[config.mk]
export PLATFORM = sky130hd
export DESIGN_NAME = mul_seq
export DESIGN_NICKNAME = d
export VERILOG_FILES = /design/src/rtl/mul_seq.sv
export SDC_FILE = /design/constraint.sdc
export NUM_CORES = 1
export LEC_CHECK = 0
export CAP_MARGIN = 10
export CORE_MARGIN = 3
export CORE_UTILIZATION = 45
export CTS_BUF_LIST = sky130_fd_sc_hd__clkbuf_4 sky130_fd_sc_hd__clkbuf_8
export DETAILED_ROUTE_END_ITERATION = 8
export HOLD_SLACK_MARGIN = 0.03
export PLACE_DENSITY = 0.67
export SYNTH_ARGS = -nofsm -noshare
export SYNTH_HDL_FRONTEND = slang
export SYNTH_SLANG_ARGS = --single-unit
[constraint.sdc]
create_clock -name clk -period 3.9 [get_ports clk]
set_clock_uncertainty 0.15 [all_clocks]
set_input_delay 0.78 -clock clk [delete_from_list [all_inputs] [get_ports clk]]
set_output_delay 0.78 -clock clk [all_outputs]
set_load 0.03 [all_outputs]
[src/rtl/mul_seq.sv]
`default_nettype none
// +--------------------------------------------------------------------------+
// | mul_seq : sequential shift-add multiplier, signed/unsigned, overflow flag |
// | Option  : MUL_EARLY_EXIT_EN ends RUN once the remaining multiplier is 0   |
// | Rev 1.0 : initial release                                                |
// +--------------------------------------------------------------------------+
module mul_seq #(
  parameter int WIDTH = 16
) (
  input  logic             clk,
  input  logic             rst_n,
  input  logic             start,
  input  logic [WIDTH-1:0] A,
  input  logic [WIDTH-1:0] B,
  input  logic             sign,
  output logic [WIDTH-1:0] result,
  output logic             error,
  output logic             busy,
  output logic             done
);

  localparam int CW = $clog2(WIDTH);
  localparam logic [CW-1:0] c_last_cnt = CW'(WIDTH - 1);
  // 2^(WIDTH-1): the largest magnitude a negative signed result may have
  localparam logic [2*WIDTH-1:0] c_smin_mag = {{WIDTH{1'b0}}, 1'b1, {(WIDTH-1){1'b0}}};
`ifdef MUL_EARLY_EXIT_EN
  localparam bit c_early_exit = 1'b1;
`else
  localparam bit c_early_exit = 1'b0;
`endif

  typedef enum logic [1:0] {
    S_IDLE = 2'd0,
    S_RUN  = 2'd1,
    S_FIX  = 2'd2
  } state_t;

  state_t             r_state;
  state_t             w_next;
  logic [WIDTH-1:0]   r_ma;
  logic [WIDTH-1:0]   r_mb;
  logic [2*WIDTH-1:0] r_acc;
  logic [CW-1:0]      r_cnt;
  logic               r_neg;
  logic               r_sign;

  logic [WIDTH-1:0]   w_mag_a;
  logic [WIDTH-1:0]   w_mag_b;
  logic [2*WIDTH-1:0] w_addend;
  logic [2*WIDTH-1:0] w_prod;
  logic               w_ovf;
  logic               w_last;

  // -32768 negates to itself, which is exactly its unsigned magnitude
  assign w_mag_a  = (sign && A[WIDTH-1]) ? -A : A;
  assign w_mag_b  = (sign && B[WIDTH-1]) ? -B : B;
  assign w_addend = {{WIDTH{1'b0}}, r_ma} << r_cnt;
  assign w_prod   = r_neg ? -r_acc : r_acc;
  assign w_ovf    = r_sign ? (r_neg ? (r_acc > c_smin_mag) : (r_acc >= c_smin_mag))
                           : (|r_acc[2*WIDTH-1:WIDTH]);
  assign w_last   = (r_cnt == c_last_cnt) || (c_early_exit && (r_mb[WIDTH-1:1] == '0));

  always_ff @(posedge clk or negedge rst_n) begin
    if (!rst_n) r_state <= S_IDLE;
    else        r_state <= w_next;
  end

  always_comb begin
    w_next = r_state;
    case (r_state)
      S_IDLE:  if (start)  w_next = S_RUN;
      S_RUN:   if (w_last) w_next = S_FIX;
      S_FIX:   w_next = S_IDLE;
      default: w_next = S_IDLE;
    endcase
  end

  always_ff @(posedge clk or negedge rst_n) begin
    if (!rst_n) begin
      r_ma   <= '0;
      r_mb   <= '0;
      r_acc  <= '0;
      r_cnt  <= '0;
      r_neg  <= 1'b0;
      r_sign <= 1'b0;
      result <= '0;
      error  <= 1'b0;
      busy   <= 1'b0;
      done   <= 1'b0;
    end else begin
      done <= 1'b0;
      case (r_state)
        S_IDLE: begin
          if (start) begin
            r_ma   <= w_mag_a;
            r_mb   <= w_mag_b;
            r_neg  <= sign & (A[WIDTH-1] ^ B[WIDTH-1]);
            r_sign <= sign;
            r_acc  <= '0;
            r_cnt  <= '0;
            busy   <= 1'b1;
          end
        end
        S_RUN: begin
          if (r_mb[0]) r_acc <= r_acc + w_addend;
          r_mb  <= r_mb >> 1;
          r_cnt <= r_cnt + 1'b1;
        end
        S_FIX: begin
          result <= w_prod[WIDTH-1:0];
          error  <= w_ovf;
          done   <= 1'b1;
          busy   <= 1'b0;
        end
        default: ;
      endcase
    end
  end

endmodule
`default_nettype wire

# Word level (Yosys, flattened, before mapping)
# Cells that the tools add are included.
[totals] regBits=91 out_inout_bits=19 elab_cells=56
[classes] addsub=5 n_lt_le_gt_ge=2 eq_ne=6 n_shift=1 n_mux=18 bitwise=2 n_reduce_logical=11
[ops] operator="$mux 16" count=4
[ops] operator="$mux 32" count=2
[ops] operator="$pmux 32 s2" count=1
[ops] operator="$neg 16->16" count=3
[ops] operator="$add 32x32->32" count=1
[ops] operator="$ge 32x16->1 const B" count=1
[ops] operator="$gt 32x16->1 const B" count=1
[ops] operator="$pmux 16 s2" count=1
[ops] operator="$shl 16x4->32" count=1
[ops] operator="$reduce_or 16->1" count=1
[ops] operator="$pmux 4 s2" count=1
[ops] operator="$reduce_and 2->1" count=4
[ops] operator="$ne 2x2->1 const B" count=3
[ops] operator="$add 4x1->4 const B" count=1
[ops] operator="$eq 4x4->1 const B" count=1
[ops] operator="$mux 1" count=4
[ops] operator="$mux 2" count=2
[ops] operator="$mux 4" count=1
[ops] operator="$pmux 2 s2" count=1
[ops] operator="$reduce_bool 2->1" count=2
[ops] operator="$reduce_and 3->1" count=1
[ops] operator="$eq 2x1->1 const B" count=1
[ops] operator="$eq 2x2->1 const B" count=1
[ops] operator="$logic_and 1x1->1" count=2
[ops] operator="4 further kinds" count=4

# Longest topological paths before layout
# Gate-level depths: netlist (run 1).
[logic_depth] depth_word=4 depth_mapped=17 ltp_nobuf=15

# Worst setup path after synthesis (run 1)
# OpenSTA, ideal clock, no wires.
[synth_path] path_type="register to register" from="register r_cnt[0]" to="register r_acc[30]" setup_ns=0.095 arrival_time_ns=3.489 required_time_ns=3.655 path_slack_ns=0.166 stages_incl_launch_ff=16 period_less_slack_ns=3.734 path_cell_list="dfrtp_1 clkbuf_1 buf_2 mux2_2 o21ai_0 nor2_1 a21oi_1 nor2_1 ha_1 a211oi_1 o21ai_0 a211oi_1 a21oi_1 o31ai_1 a21boi_0 o31ai_1"
[synth_between] elab_chain_len=4
[synth_rtl] element="start, declared" line_no="43" rtl="logic [CW-1:0] r_cnt;"
[synth_rtl] element="start signal, assigned" line_no="107" rtl="r_cnt <= r_cnt + 1'b1;"
[synth_rtl] element="$shl 16x4->32" line_no="57" rtl="assign w_addend = {{WIDTH{1'b0}}, r_ma} << r_cnt;"
[synth_rtl] element="$add 32x32->32" line_no="105" rtl="if (r_mb[0]) r_acc <= r_acc + w_addend;"
[synth_rtl] element="$mux 32" line_no="105"
[synth_rtl] element="$pmux 32 s2" line_no="92" rtl="case (r_state)"
[synth_rtl] element="end signal, assigned" line_no="105"
[synth_rtl] element="end, declared" line_no="42" rtl="logic [2*WIDTH-1:0] r_acc;"
# No other way between the ends. The select of a mux whose other input is x is not followed.
# A chain may end at the register's enable or synchronous reset.

# Final worst setup path (run 1)
[layout_path] from="register r_cnt[0]" to="register r_acc[19]"
# The elaborated chain is that of the path after synthesis.

==> results.md, run 1 <==
- The first-pass GRT wire length is 29,000 µm.
- The count of antenna diodes in the layout is 0.
- The worst setup path is launched from a register.
- The type of the setup path with the least slack is reg -> reg.
- The average via count per standard cell is around 5.8.
- Data on the critical path arrives at its endpoint at just under 4 ns.
- In this run the tool buffered the top-level ports with 54 buffer cells.
- The number of endpoints failing setup at the final stage is 0.
- The count of routing violations after the opening detailed-route iteration is about 470.
- The class of the worst hold path is in -> async.
- The clock-pin slew on the worst setup and hold paths is 0.10 ns.
- The pin count of the biggest net entering global routing is 57.
- The floorplan step defined a die boundary enclosing 16,500 µm².
- The number of flops mapped to enable cells by yosys is 0.
- At the worst endpoint, the required time is 4.03 ns.
- The count of clock tree sinks is 91.
- Once detail routing completed, the nets flagged for antenna violations numbered 0.
- By area the synthesized netlist is led by dfrtp_1 34%, o21ai_0 7.9%, nand2_1 7.3%.
- In this run the vertical extent of the chip is 128 µm.
- Subtracting the final worst setup slack from the clock period gives roughly 3.7 ns.
- The final estimated routing congestion in global placement is between 0.9 and 1.
- The pin slew with the least headroom to its limit is 0.821 ns.
- The total wire length after detailed routing is around 17,000 µm.
- A synthesized cell averages 8.11 µm².
- The most used flip-flop cell after synthesis is dfrtp_1.
- The endpoint kind of the worst setup timing path is a register.
- The worst slew margin relative to its limit is 45.1%.
- In this run the count of I/O pins placed on the die edge is 55.
- After synthesis, flip-flops and latches occupy 33.8% of the total area.
- The maximum clock insertion buffer count is 2.
- The post-route clock period utilization is 95.7%.
- The share of flip-flops with an asynchronous set or reset is between 90% and 100%.
- In the post-route analysis, the smallest setup slack over all paths is 0.166 ns.
- The TritonCTS clock tree is done.
- At the end of the flow, the number of nets in the layout was 944.
- In this run, distinct cell masters in the synthesized netlist total 60.
- The relative area change from synthesis to final layout is 15.3%.
- After synthesis the netlist holds a flip-flop and latch count of 91.
- The ratio of total power to cell area is 936 nW/µm².
- The final hold violation count is 0.
- After routing, the total negative slack on setup checks comes to 0 ns.
- The flow ran to the end, and the final reports show no timing, DRC or antenna violations.
- The number of global-route vias before repair is between 5k and 6k.
- The number of buffers inserted during clock tree synthesis is 9.
- The highest fanout seen on the critical path is 21.
- The floorplan core area is 14,600 µm².
- The sum of net half-perimeters after detailed placement is between 10,000 and 15,000 µm.
- The synthesized instance count is 831.
- The detailed-route wire length per cell is 16.2 µm.
- Before antenna repair, the detailed router went through 5 iterations.
- The total via count in the routed design is just over 6k.
- The initial antenna violation count is 0.
- In this run the static leakage power is 3.38 nW.
- For this run the aggregate overflow at the end of global routing stands at 0.
- Global routing consumed, over all layers together, 21.7% of the routing resources.
- The highest clock frequency the design can meet is 268 MHz.
- The root buffer cell is clkbuf_8.
- The initial utilization of the core area, before any placement, comes to 46.2%.
- Of the cells placed in the final design, the portion with a size suffix greater than 1 is around 6.7%.
- The number of warnings reported in the yosys synthesis log is 0.
- The number of placement rows is 44.
- The H-tree was split into 3 levels.
- Across the run, the number of max-cap violations was 0.
- The cell type with the largest total area after synthesis is dfrtp_1.
- The later pin in the worst-skew pair is clocked with a latency of 0.38 ns.
- The worst setup slack before clock tree synthesis is 0.0432 ns.
- In this run the biggest area consumer among cell types represents roughly 34% of the synthesized area.
- The area of the mapped netlist is 6740 µm².
- In the routed design, unresolved DRC markers number 0.
- The total count of max-transition violations in the final report came to 0.
- In this run the horizontal extent of the chip is 128 µm.
- The peak supply drop is between 300 and 400 µV.
- The post-synth net total is 903.
- Fill cells in the final layout number around 1.4k.
==> cells in the final DEF, fill, tap and decap left out, drive strengths merged, types with 4 or more instances in the layout <==
cell type      synthesis  layout
nand2                131     131
o21ai                110     110
dfrtp                 91      91
a21oi                 65      65
nor2                  57      57
clkdlybuf4s50          0      53
ha                    35      35
xor2                  33      33
xnor2                 27      27
nand3                 19      19
inv                   18      19
buf                    6      18
mux2i                 17      17
a22oi                 15      15
nor3                  13      13
nand2b                12      12
a21o                  12      12
o31ai                 11      11
clkbuf                35      11
nor4                  11      11
nor2b                  9       9
and2                   9       9
a211oi                 9       9
and3                   7       7
or3                    7       7
nand4                  6       6
o211ai                 6       6
or4                    5       5
a22o                   5       5
o41ai                  5       5
o21a                   4       4
a32o                   4       4
==> power by group <==
part / switching (mW) / internal (mW)
Sequential: 0.427 / 1.35
Clock: 0.356 / 0.399
Combinational: 2.81 / 1.94
==> stage by stage <==
step                      power, mW  instances  area [µm²]  utilization, %  hold slack (ns)
after floorplan                5.13        831        6740               -            0.296
after global placement         6.38       1045        7500            51.4            0.311
after detailed placement       6.41       1045        7500            51.4            0.319
after CTS                      7.19       1061        7740            53.1            0.316
after global routing           7.98       1061        7770            53.3            0.351
final                          7.28       1061        7770            53.3            0.292
==> kinds of logic after synthesis <==
group | after synthesis | share of synthesized area, %
AND/OR/NAND/NOR | 297 | 20.6
AO/OA/AOI/OAI | 266 | 24.0
flip-flops | 91 | 33.8
XOR/XNOR | 60 | 7.80
buffers and inverters | 59 | 3.36
adder cells (fa/ha/maj) | 36 | 6.79
multiplexers | 22 | 3.69
==> worst max-delay path, cell delays in order (launching register included) <==
cell and delay, ns:
dfrtp_2 0.43, buf_12 0.17, mux4_2 0.53, nand2_1 0.08
o21ai_0 0.09, nor2_1 0.13, a21oi_1 0.08, ha_1 0.39
a21oi_2 0.21, nand2_1 0.07, or2_2 0.34, o211ai_2 0.25
a21oi_1 0.12, or3_1 0.35, a32o_1 0.25
==> final timing paths <==
path                            start          to  slack [ns]  cells past startpoint
max                          r_cnt[0]   r_acc[19]        0.17                     14
min                             rst_n  result[12]        0.29                      1
max reg2reg                  r_cnt[0]   r_acc[19]        0.17                     14
min reg2reg                result[12]  result[12]        0.33                      2
max in group asynchronous       rst_n     r_mb[4]        2.52                      2
min in group clk           result[12]  result[12]        0.33                      2
==> flip-flops by register name, summed over array words and instances, names as in the netlist, 2 cells and up <==
| name | cells |
|---|---|
| r_acc | 32 |
| r_cnt | 4 |
| r_ma | 16 |
| r_mb | 16 |
| r_state | 2 |
| result | 16 |
==> area by class of cell <==
type                    instances  area [µm²]  share of cell area, %
well taps                     184         230                   2.96
inverters                      18        67.6                  0.869
flip-flops and latches         91        2280                   29.3
multi-input cells             681        4270                   54.9
clock inverters                 5        83.8                   1.08
repair buffers                 71         691                   8.88
clock buffers                  11         151                   1.95
==> per-layer routing <==
layer,vias to the layer above,routed length (µm),GRT usage (%)
li1,3078,-,-
met5,-,0,0
met2,157,7950,34.5
met3,23,695,3.32
met1,2863,8160,30.3
met4,0,348,7.24
==> Yosys cell counts (all sizes together) (11+ instances only) <==
cell and n:
a21o 12, a21oi 65, a22oi 15, clkbuf 35
dfrtp 91, ha 35, inv 18, mux2i 17
nand2 131, nand2b 12, nand3 19, nor2 57
nor3 13, nor4 11, o21ai 110, o31ai 11
xnor2 27, xor2 33
==> what timing repair did <==
| item | CTS | global route |
|---|---|---|
| gates resized for setup | 0 | 13 |
| setup endpoints to repair | 0 | 11 |
| hold buffers | 0 | 0 |
| setup buffers | 0 | 0 |
Note: power is estimated with default switching activity, not from simulation.
==> run 2, diff against run 1 <==
--- a/config.mk
+++ b/config.mk
@@ -6,12 +6,12 @@
 export NUM_CORES = 1
 export LEC_CHECK = 0
 export CAP_MARGIN = 10
+export CORE_ASPECT_RATIO = 1.1
 export CORE_MARGIN = 3
 export CORE_UTILIZATION = 45
 export CTS_BUF_LIST = sky130_fd_sc_hd__clkbuf_4 sky130_fd_sc_hd__clkbuf_8
 export DETAILED_ROUTE_END_ITERATION = 8
 export HOLD_SLACK_MARGIN = 0.03
-export PLACE_DENSITY = 0.67
 export SYNTH_ARGS = -nofsm -noshare
 export SYNTH_HDL_FRONTEND = slang
 export SYNTH_SLANG_ARGS = --single-unit
==> constraint.sdc (replaced) <==
create_clock -name clk -period 4.65 [get_ports clk]
set_clock_uncertainty 0.15 [all_clocks]
set_input_delay 0.93 -clock clk [delete_from_list [all_inputs] [get_ports clk]]
set_output_delay 0.93 -clock clk [all_outputs]
set_load 0.03 [all_outputs]
==> results.md, run 2 (synthesis results as in run 1) <==
- The run finished with clean final reports.
- The number of buffers inserted during clock tree synthesis is 9.
- The worst reg-to-reg path cell count is 13.
- The max-capacitance violation count is 0.
- Measured along the y axis, the die boundary spans 134 µm.
- The power spent charging and discharging nets is around 3.0 mW.
- The flop-to-flop setup slack is ~0.48 ns.
- The internal portion of the total power is 2.97 mW.
- After floorplanning, the core was divided into between 40 and 50 placement rows.
- The worst setup slack before clock tree synthesis is about 0.39 ns.
- The total grt overflow is 0.
- The portion of total power attributed to sequential cells is 25.5%.
- The number of global-route vias before repair is 5,790.
- In the final timing run, aggregate negative setup slack is 0 ns.
- The tightest min-delay check is of the reg -> reg type.
- Before antenna repair, the detailed router went through 8 iterations.
- In this run the remaining antenna-violating nets after routing total 0.
- The critical path arrival is 4.25 ns.
- Summed over all cells, the static leakage comes to 3.32 nW.
- The total track usage is 22.4%.
- The average via count per standard cell is 5.66.
- The post-route clock period utilization is 89.6%.
- The final estimated routing congestion in global placement is 0.919.
- The number of endpoints failing setup at the final stage is 0.
- The startpoint identified for the worst hold timing path is result[9].
- The initial core utilization is 46.3%.
- The post-route DRC violation count is 0.
- The final net count is 936.
- The first global-routing pass estimated about 30,000 µm of wire.
- The pin slew with the least headroom to its limit is about 1.2 ns.
- The switching portion of total power is 50.1%.
- After clock tree synthesis, the flow added hold-fix buffers numbering 0.
- The tree is rooted in a clkbuf_8.
- The highest clock frequency the design can meet is roughly 240 MHz.
- The count of antenna diodes in the layout is 0.
- The number of filler instances in the final layout is 1,453.
- Setup repair after global routing left no endpoint under its margin.
- The worst register-to-register path ends at r_acc[22].
- The hold path depth is 2.
- The total count of max-transition violations in the final report was 0.
- The type of the setup path with the least slack is reg -> reg.
- At the end of the flow the core is filled with cells to a little over half.
- The register with the most flip-flops in the layout has 32 of them.
- The initial antenna violation count was 0.
- The shortest clock period the worst path allows after layout is 4.17 ns.
- After the first detailed-routing iteration, the DRC count stood at around 370.
- The sum of net half-perimeters after detailed placement is 13,600 µm.
- STA classifies the critical path endpoint as a register.
- The total via count in the routed design is 6,010.
- The source of the worst register-to-register timing path is r_cnt[0].
- For this block, the routed nets add up to ~18,000 µm of wire.
- The clock network fraction of design power is 10.3%.
- At the worst endpoint, the required time is 4.74 ns.
- The setup fix buffers added after clock tree synthesis is 0.
- The clock insertion delay at the later pin of the skew report is 0.39 ns.
- Across the VDD grid, the largest voltage drop is 271 µV.
- The register ranked first by flip-flop count is r_acc.
- In this run, post-CTS repair resized a total of 0 instances.
- In the final routed layout, each cell accounts on average for roughly 17 µm.
- The ratio of total power to cell area is 778 nW/µm².
- Leaving out fill and tap cells, the most frequent cells in the layout are 131 x nand2_1, 106 x o21ai_0, 90 x dfrtp_1, 64 x a21oi_1, 57 x nor2_1.
- The count of clock tree sinks is 91.
- Excluding fillers, the count of instances in the completed layout stands at between 1k and 1.5k.
- The die covers roughly 16,000 µm².
- TritonCTS built the clock tree.
- Entering global routing, the biggest net connects 76 pins.
- The H-tree was split into 3 levels.
- For this design the top-level I/O count stands at 55.
- STA classifies the critical path startpoint as a register.
- Headroom to the max-slew limit came out at 22.9%.
- The count of buffers from port buffering is between 50 and 60.
- Setup slack on the critical path of the routed design comes to approximately 0.48 ns.
- Leaving out fill and tap cells, the most frequent cell in the layout is nand2_1.
- The logic gate share of total power is 64.2%.
- The layout cell share with drive strength beyond 1 is 4.83%.
- The width of the die is 123 µm.
- Including well taps, the total number of placed cells is 1,045.
- The clock-pin slew on the worst setup and hold paths is 0.10 ns.
- The relative area change from synthesis to final layout is 13.5%.
- The final hold violation count is 0.
- The highest fanout seen on the critical path is 14.
- The sink of the worst hold path is result[9].
- The maximum clock insertion buffer count is 2.
- After floorplanning, the core was sized to cover 14,600 µm².
-- run 2: cell count changes in the layout (fill, tap and decap cells not counted), moves of 3 or more --
cell / change
o21ai_0: +3
a21oi_1: +4
buf_4: -6
o21ai_1: -3
a21oi_2: -4
-- run 2: how the worst max path moves through the flow --
stage / end / cells past startpoint / startpoint
floorplan: r_acc[30] / 15 / r_cnt[0]
detailed placement: r_acc[22] / 13 / r_cnt[0]
global route: r_acc[31] / 13 / r_cnt[1]
global placement: r_acc[22] / 13 / r_cnt[0]
CTS: r_acc[22] / 13 / r_cnt[0]
finish: r_acc[22] / 13 / r_cnt[0]
-- run 2: power groups by stage --
stage | Combinational, mW | Sequential [mW] | Clock, mW
2_1_floorplan | 2.82 | 1.49 | 0
3_3_place_gp | 3.75 | 1.52 | 0
3_5_place_dp | 3.79 | 1.53 | 0
4_1_cts | 3.81 | 1.52 | 0.629
5_1_grt | 4.30 | 1.57 | 0.659
6_report | 3.82 | 1.52 | 0.615
-- run 2: layer usage --
metal	part of all wire [%]	up-vias	GRT usage [%]
met1	46	2816	29.9
met5	0	-	0
met4	1.9	0	6.78
li1	-	3055	-
met3	3.6	22	3.75
met2	48	117	36.9
-- run 2: per-stage QoR --
| step | hold slack [ns] | total power [mW] | cell area [µm²] |
|---|---|---|---|
| global placement | 0.313 | 5.26 | 7430 |
| finish | 0.334 | 5.95 | 7650 |
| CTS | 0.341 | 5.96 | 7650 |
| detailed placement | 0.321 | 5.33 | 7430 |
| floorplan | 0.296 | 4.31 | 6740 |
| global route | 0.367 | 6.53 | 7650 |
-- run 2: layout make-up --
| class | count | area (µm²) | area share [%] |
|---|---|---|---|
| multi-input cells | 681 | 4240 | 55.4 |
| flip-flops and latches | 91 | 2280 | 29.8 |
| repair buffers | 63 | 606 | 7.92 |
| well taps | 192 | 240 | 3.14 |
| clock buffers | 10 | 131 | 1.72 |
| clock inverters | 6 | 88.8 | 1.16 |
| inverters | 18 | 67.6 | 0.883 |
-- run 2: critical path, cell delays in order, from the launching register on --
cell and delay (ns):
dfrtp_2 0.54, mux2_2 0.40, o21ai_0 0.33, nor2_1 0.07, a21oi_1 0.21, nor2_1 0.09
ha_1 0.38, a211oi_1 0.33, o21ai_0 0.23, a211oi_1 0.35, a21oi_1 0.21, nor3_1 0.46
xor2_1 0.18, o21ai_0 0.09
